==> config.mk <==
export PLATFORM = sky130hd
export DESIGN_NAME = elastic_config_loader
export DESIGN_NICKNAME = d
export VERILOG_FILES = /design/src/rtl/elastic_config_loader.sv
export SDC_FILE = /design/constraint.sdc
export NUM_CORES = 1
export LEC_CHECK = 0
export CORE_ASPECT_RATIO = 1.4
export CORE_UTILIZATION = 47
export CTS_BUF_LIST = sky130_fd_sc_hd__clkbuf_4 sky130_fd_sc_hd__clkbuf_8 sky130_fd_sc_hd__clkbuf_16
export CTS_CLUSTER_SIZE = 8
export DETAILED_ROUTE_END_ITERATION = 12
export PLACE_DENSITY = 0.86
export SETUP_SLACK_MARGIN = 0.02
export SYNTH_ARGS = -nofsm -noshare
export SYNTH_HDL_FRONTEND = slang
export SYNTH_SLANG_ARGS = --single-unit
==> constraint.sdc <==
create_clock -name clk -period 2.8 [get_ports clk]
set_input_delay 0.28 -clock clk [delete_from_list [all_inputs] [get_ports clk]]
set_output_delay 0.28 -clock clk [all_outputs]
set_load 0.01 [all_outputs]
==> src/rtl/elastic_config_loader.sv <==
// elastic_config_loader: streams config words into an ElasticPE array over a shared
// broadcast bus (one-hot write strobe per PE), then pulses start_exec, times the run
// and reports done / bad-word errors.
// Optional feature: define CONFIG_LOADER_PERF_EN to add perf_run_cycles, a saturating
// count of cycles spent in RUN (cleared on each accepted cmd_load).
module elastic_config_loader #(
   parameter int PE_NUM                     = 16,
   parameter int PE_ID_WIDTH                = 4,
   parameter int NEIGHBOR_PE_NUM            = 4,
   parameter int NEIGHBOR_PE_NUM_BIT_LENGTH = 2,
   parameter int OPERATION_BIT_LENGTH       = 4,
   parameter int DATA_WIDTH                 = 32,
   parameter int CONTEXT_SIZE_BIT_LENGTH    = 3,
   parameter int WORD_CNT_WIDTH             = 16,
   parameter int RUN_CNT_WIDTH              = 32
) (
   input  logic                                  clk,
   input  logic                                  reset_n,
   input  logic                                  cmd_load,
   input  logic [WORD_CNT_WIDTH-1:0]             cmd_word_count,
   input  logic [CONTEXT_SIZE_BIT_LENGTH-1:0]    cmd_context_max_id,
   input  logic [RUN_CNT_WIDTH-1:0]              cmd_run_cycles,
   input  logic                                  cmd_abort,
   input  logic                                  cfg_valid_input,
   output logic                                  cfg_stop_input,
   input  logic [PE_ID_WIDTH-1:0]                cfg_pe_id,
   input  logic [CONTEXT_SIZE_BIT_LENGTH-1:0]    cfg_context_index,
   input  logic [NEIGHBOR_PE_NUM_BIT_LENGTH-1:0] cfg_input_PE_index_1,
   input  logic [NEIGHBOR_PE_NUM_BIT_LENGTH-1:0] cfg_input_PE_index_2,
   input  logic [NEIGHBOR_PE_NUM-1:0]            cfg_output_PE_index,
   input  logic [OPERATION_BIT_LENGTH-1:0]       cfg_op,
   input  logic [DATA_WIDTH-1:0]                 cfg_const_data,
   output logic [NEIGHBOR_PE_NUM_BIT_LENGTH-1:0] config_input_PE_index_1,
   output logic [NEIGHBOR_PE_NUM_BIT_LENGTH-1:0] config_input_PE_index_2,
   output logic [NEIGHBOR_PE_NUM-1:0]            config_output_PE_index,
   output logic [OPERATION_BIT_LENGTH-1:0]       config_op,
   output logic [DATA_WIDTH-1:0]                 config_const_data,
   output logic [CONTEXT_SIZE_BIT_LENGTH-1:0]    config_index,
   output logic [PE_NUM-1:0]                     write_config_data,
   output logic                                  start_exec,
   output logic [CONTEXT_SIZE_BIT_LENGTH-1:0]    mapping_context_max_id,
   output logic                                  busy,
   output logic                                  done,
`ifdef CONFIG_LOADER_PERF_EN
   output logic [RUN_CNT_WIDTH-1:0]              perf_run_cycles,
`endif
   output logic                                  err_bad_word
);

   typedef enum logic [2:0] {
      S_IDLE  = 3'd0,
      S_LOAD  = 3'd1,
      S_FLUSH = 3'd2,
      S_START = 3'd3,
      S_RUN   = 3'd4,
      S_DONE  = 3'd5
   } state_t;

   state_t                      r_state, w_next;
   logic [WORD_CNT_WIDTH-1:0]   r_word_cnt;
   logic [RUN_CNT_WIDTH-1:0]    r_run_cnt;
   logic                        w_accept;
   logic                        w_xfer;
   logic                        w_bad;
   logic [PE_NUM-1:0]           w_onehot;

   // A new sequence is only taken from IDLE; abort in the same cycle wins.
   assign w_accept = (r_state == S_IDLE) && cmd_load && !cmd_abort;
   // Stop is low exactly in LOAD, so a transfer is valid while in LOAD.
   assign w_xfer   = (r_state == S_LOAD) && cfg_valid_input;
   assign w_bad    = (32'(cfg_pe_id) >= PE_NUM) || (cfg_context_index > mapping_context_max_id);
   assign w_onehot = PE_NUM'(1) << cfg_pe_id;
   assign busy     = (r_state != S_IDLE);

   // State register.
   always_ff @(posedge clk or negedge reset_n) begin
      if (!reset_n) r_state <= S_IDLE;
      else          r_state <= w_next;
   end

   // Next-state and state-decoded handshake/pulse outputs.
   always_comb begin
      w_next         = r_state;
      cfg_stop_input = 1'b1;
      start_exec     = 1'b0;
      done           = 1'b0;
      case (r_state)
         S_IDLE:  if (w_accept && (cmd_word_count != '0)) w_next = S_LOAD;
         S_LOAD: begin
            cfg_stop_input = 1'b0;
            if (w_xfer && (r_word_cnt == WORD_CNT_WIDTH'(1))) w_next = S_FLUSH;
         end
         S_FLUSH: w_next = S_START;
         S_START: begin
            start_exec = !cmd_abort;
            w_next     = S_RUN;
         end
         S_RUN:   if (r_run_cnt == RUN_CNT_WIDTH'(1)) w_next = S_DONE;
         S_DONE: begin
            done   = !cmd_abort;
            w_next = S_IDLE;
         end
         default: w_next = S_IDLE;
      endcase
      if (cmd_abort) w_next = S_IDLE;
   end

   // Latch run parameters on accept; count words during LOAD and cycles during RUN.
   always_ff @(posedge clk or negedge reset_n) begin
      if (!reset_n) begin
         r_word_cnt             <= '0;
         r_run_cnt              <= '0;
         mapping_context_max_id <= '0;
      end else if (w_accept && (cmd_word_count != '0)) begin
         r_word_cnt             <= cmd_word_count;
         r_run_cnt              <= cmd_run_cycles;
         mapping_context_max_id <= cmd_context_max_id;
      end else begin
         if (w_xfer) r_word_cnt <= r_word_cnt - WORD_CNT_WIDTH'(1);
         if ((r_state == S_RUN) && (r_run_cnt != '0)) r_run_cnt <= r_run_cnt - RUN_CNT_WIDTH'(1);
      end
   end

   // Broadcast bus holds its last word; the strobe is a one-cycle echo of a good transfer.
   always_ff @(posedge clk or negedge reset_n) begin
      if (!reset_n) begin
         config_input_PE_index_1 <= '0;
         config_input_PE_index_2 <= '0;
         config_output_PE_index  <= '0;
         config_op               <= '0;
         config_const_data       <= '0;
         config_index            <= '0;
         write_config_data       <= '0;
      end else begin
         write_config_data <= (w_xfer && !w_bad) ? w_onehot : '0;
         if (w_xfer) begin
            config_input_PE_index_1 <= cfg_input_PE_index_1;
            config_input_PE_index_2 <= cfg_input_PE_index_2;
            config_output_PE_index  <= cfg_output_PE_index;
            config_op               <= cfg_op;
            config_const_data       <= cfg_const_data;
            config_index            <= cfg_context_index;
         end
      end
   end

   // Sticky error: cleared by a good load request, set by empty request or bad word.
   always_ff @(posedge clk or negedge reset_n) begin
      if (!reset_n)                                      err_bad_word <= 1'b0;
      else if (w_accept && (cmd_word_count == '0))       err_bad_word <= 1'b1;
      else if (w_accept)                                 err_bad_word <= 1'b0;
      else if (w_xfer && w_bad)                          err_bad_word <= 1'b1;
   end

`ifdef CONFIG_LOADER_PERF_EN
   // Saturating count of RUN cycles for the most recent sequence.
   always_ff @(posedge clk or negedge reset_n) begin
      if (!reset_n)                                            perf_run_cycles <= '0;
      else if (w_accept && (cmd_word_count != '0))             perf_run_cycles <= '0;
      else if ((r_state == S_RUN) && (perf_run_cycles != '1))  perf_run_cycles <= perf_run_cycles + RUN_CNT_WIDTH'(1);
   end
`endif

endmodule

==> run metrics <==
detailed-placement wirelength estimate 11900 µm; cell leakage power 3.49 nW; total number of clock tree sinks 118; critical path peak fanout 11; I/O pin count 178; number of distinct library cells after synthesis 60; x dimension of the die roughly 94 µm; initial antenna violation count 0; clock tree from TritonCTS done; number of instances in the synthesized netlist roughly 600; internal reg-to-reg setup slack approximately 0.23 ns; final estimated routing congestion in global placement 0.958; standard-cell row count 46; sequential-to-total area share from yosys stat 0.530; total number of yosys warnings 0; net count after synthesis 727; number of buffers on the longest clock path 2; Core Area ~11000 µm²; worst skew pair latency 0.41 ns; count of pins over their slew limit 0; leading cell types in the layout, fill and taps excluded sky130_fd_sc_hd__nand2_1, sky130_fd_sc_hd__clkdlybuf4s50_1, sky130_fd_sc_hd__dfrtp_1, sky130_fd_sc_hd__nor2_1, sky130_fd_sc_hd__o21ai_0; hold slack final 0.400 ns; worst setup skew after layout roughly 0.0085 ns; Die Height 131 µm; Post-synth EDFFs 0; Fmax achieved 389 MHz; number of cells on the worst reg-to-reg path 7; fraction of the cycle the final worst path needs 0.919; final critical path time including I/O delays and setup 2.57 ns; asr flop ratio synth 1.00; Clk pin slew, worst setup/hold paths 0.06 ns; destination of the worst register-to-register timing path r_run_cnt[30]; ratio of total power to cell area about 1000 nW/µm²; unrepaired setup endpoints after global routing true; violation count after the first detailed-routing iteration 372; average cell area after synthesis 9.10 µm²; share of layout cells above drive strength 1 0.0829; Min-Delay Path Depth 3; antenna-violating nets left 0; leading cell types by total area after synthesis sky130_fd_sc_hd__dfrtp_1, sky130_fd_sc_hd__nand2_1, sky130_fd_sc_hd__nor2_1; worst voltage drop across the vdd grid 0.000576 V; CP endpoint kind flip-flop; CP startpoint kind flip-flop; worst-path cell with the longest stage delay sky130_fd_sc_hd__a2111oi_0; Worst Path Required 3.10 ns; stage delay of the slowest cell on the critical path 0.66 ns; run status completed; growth of design area from synthesis to finish 46.7%; total wirelength of the detailed-routed design approximately 17000 µm; maximum number of pins on one net before global-route repair 54; cells along the critical path inv_1 > ha_1 > nor4b_2 > nand3_1 > a2111oi_0 > xnor2_1 > a21oi_1; Initial Utilization 0.487; 1st-pass router iterations 5; most common cell after layout, fill and taps aside sky130_fd_sc_hd__nand2_1; number of flip-flops and latches in the synthesized netlist 118; worst-margin pin slew approximately 0.72 ns; number of antenna diodes 0; H-tree levels 4; vias per cell 5.81; Maximum Capacitance Violations 0; data arrival time of the critical path between 2 and 3 ns; end of the worst hold path config_op[1]; Die Footprint 12300 µm²; post-detailed-route DRC marker count 0; number of I/O port buffers roughly 180; final hold violation count 0; Slew HR 0.522; post-synthesis cell type with the largest combined area sky130_fd_sc_hd__dfrtp_1; setup violation total in the final timing report 0; root buffer selected by CTS sky130_fd_sc_hd__clkbuf_16; number of nets in the final layout 909; Hold Startpoint cfg_op[1]; Hold Crit Class in -> reg; overflow left after global routing 0; sum of negative setup slack 0 ns; Reg2Reg Launch Point r_run_cnt[0]; per-cell routed wire length 17.6 µm; classification of the worst setup path reg -> reg; via count 5528; wire length of the first global-routing pass 27100 µm; CTS Buf Count 17; portion of synthesized cell area occupied by the leading cell type 0.530; post-synthesis cell area 5580 µm²; Most used DFF post-synth sky130_fd_sc_hd__dfrtp_1; via count of the first global-routing pass 5548; Tot GR Track Use 0.289
layer usage:
metal	vias up	share of wire	GRT usage
met2	265	0.52	0.524
met4	0	0.038	0.145
met5	-	0	0
li1	2513	-	-
met3	51	0.078	0.0741
met1	2699	0.36	0.308
through the flow:
step / std cells / utilization / instance area, µm² / setup WS [ns] / power, W
after global routing: 952 / 0.714 / 8180 / 0.0112 / 0.00871
after detailed placement: 919 / 0.659 / 7550 / 0.162 / 0.00592
after CTS: 952 / 0.714 / 8170 / 0.285 / 0.00821
final: 952 / 0.714 / 8180 / 0.227 / 0.00821
after global placement: 919 / 0.659 / 7550 / 0.197 / 0.00574
after floorplan: 613 / - / 5580 / 0.633 / 0.00444
power by group:
group / total (W) / leakage (nW) / switching [W] / internal (W)
Combinational: 0.00295 / 1.72 / 0.00147 / 0.00148
Clock: 0.00223 / 0.293 / 0.000804 / 0.00143
Sequential: 0.00303 / 1.47 / 0.000636 / 0.00239
Total: 0.00821 / 3.49 / 0.00291 / 0.00530
how the worst max path moves through the flow:
stage	from	end	cells after the start
finish	r_run_cnt[0]	r_run_cnt[30]	7
global placement	cmd_word_count[7]	r_run_cnt[4]	7
CTS	r_run_cnt[1]	r_run_cnt[18]	7
floorplan	mapping_context_max_id[1]	write_config_data[0]	7
global route	r_run_cnt[0]	r_run_cnt[24]	7
detailed placement	cmd_word_count[7]	r_state[0]	7
area by class of cell:
class	count	area (µm²)
fill	809	3280
sequential	118	2950
multi-input combinational	451	2450
timing repair buffer	195	1930
clock buffer	18	439
tap	144	180
clock inverter	14	175
inverter	12	45.0
logic make-up (layout without fill, tap and decap cells):
logic type | count (synthesis) | in the layout | synth area share
AO/OA/AOI/OAI | 98 | 98 | 0.123
flip-flops | 118 | 118 | 0.530
buffers and inverters | 44 | 239 | 0.0316
XOR/XNOR | 15 | 15 | 0.0236
AND/OR/NAND/NOR | 331 | 331 | 0.276
adder cells (fa/ha/maj) | 7 | 7 | 0.0157
cells in the mapped netlist (7+ instances only):
cell type                   instances
sky130_fd_sc_hd__a2111oi_0          7
sky130_fd_sc_hd__a21oi_1           12
sky130_fd_sc_hd__a31oi_1           14
sky130_fd_sc_hd__clkbuf_1          19
sky130_fd_sc_hd__dfrtp_1          118
sky130_fd_sc_hd__ha_1               7
sky130_fd_sc_hd__inv_1             12
sky130_fd_sc_hd__nand2_1          185
sky130_fd_sc_hd__nand3_1           17
sky130_fd_sc_hd__nor2_1            44
sky130_fd_sc_hd__nor3_1            11
sky130_fd_sc_hd__nor4_1            15
sky130_fd_sc_hd__o211ai_1           9
sky130_fd_sc_hd__o21ai_0           19
sky130_fd_sc_hd__o311ai_0           9
sky130_fd_sc_hd__or3_1             14
sky130_fd_sc_hd__xnor2_1           14
registers in the layout, indices dropped and copies added (netlist names), 4 cells and up:
register and cells:
config_const_data 32, r_run_cnt 32, r_word_cnt 16, write_config_data 16
config_op 4, config_output_PE_index 4
worst max-delay path: cells and delay by family (launching register included):
kind / cells / cell delay [ns]
flops: 1 / 0.43
buf+inv: 1 / 0.10
xor+xnor: 1 / 0.18
compound gates: 2 / 0.74
fa+ha+maj: 1 / 0.26
simple gates: 2 / 0.75
what timing repair did:
action | 4_1_cts | 5_1_grt
hold buffers | 1 | 0
resized for setup | 0 | 1
setup buffers | 0 | 0
endpoints found under the hold margin | 51 | 0
setup endpoints to repair | 0 | 1
Note: power is estimated with default switching activity, not from simulation.
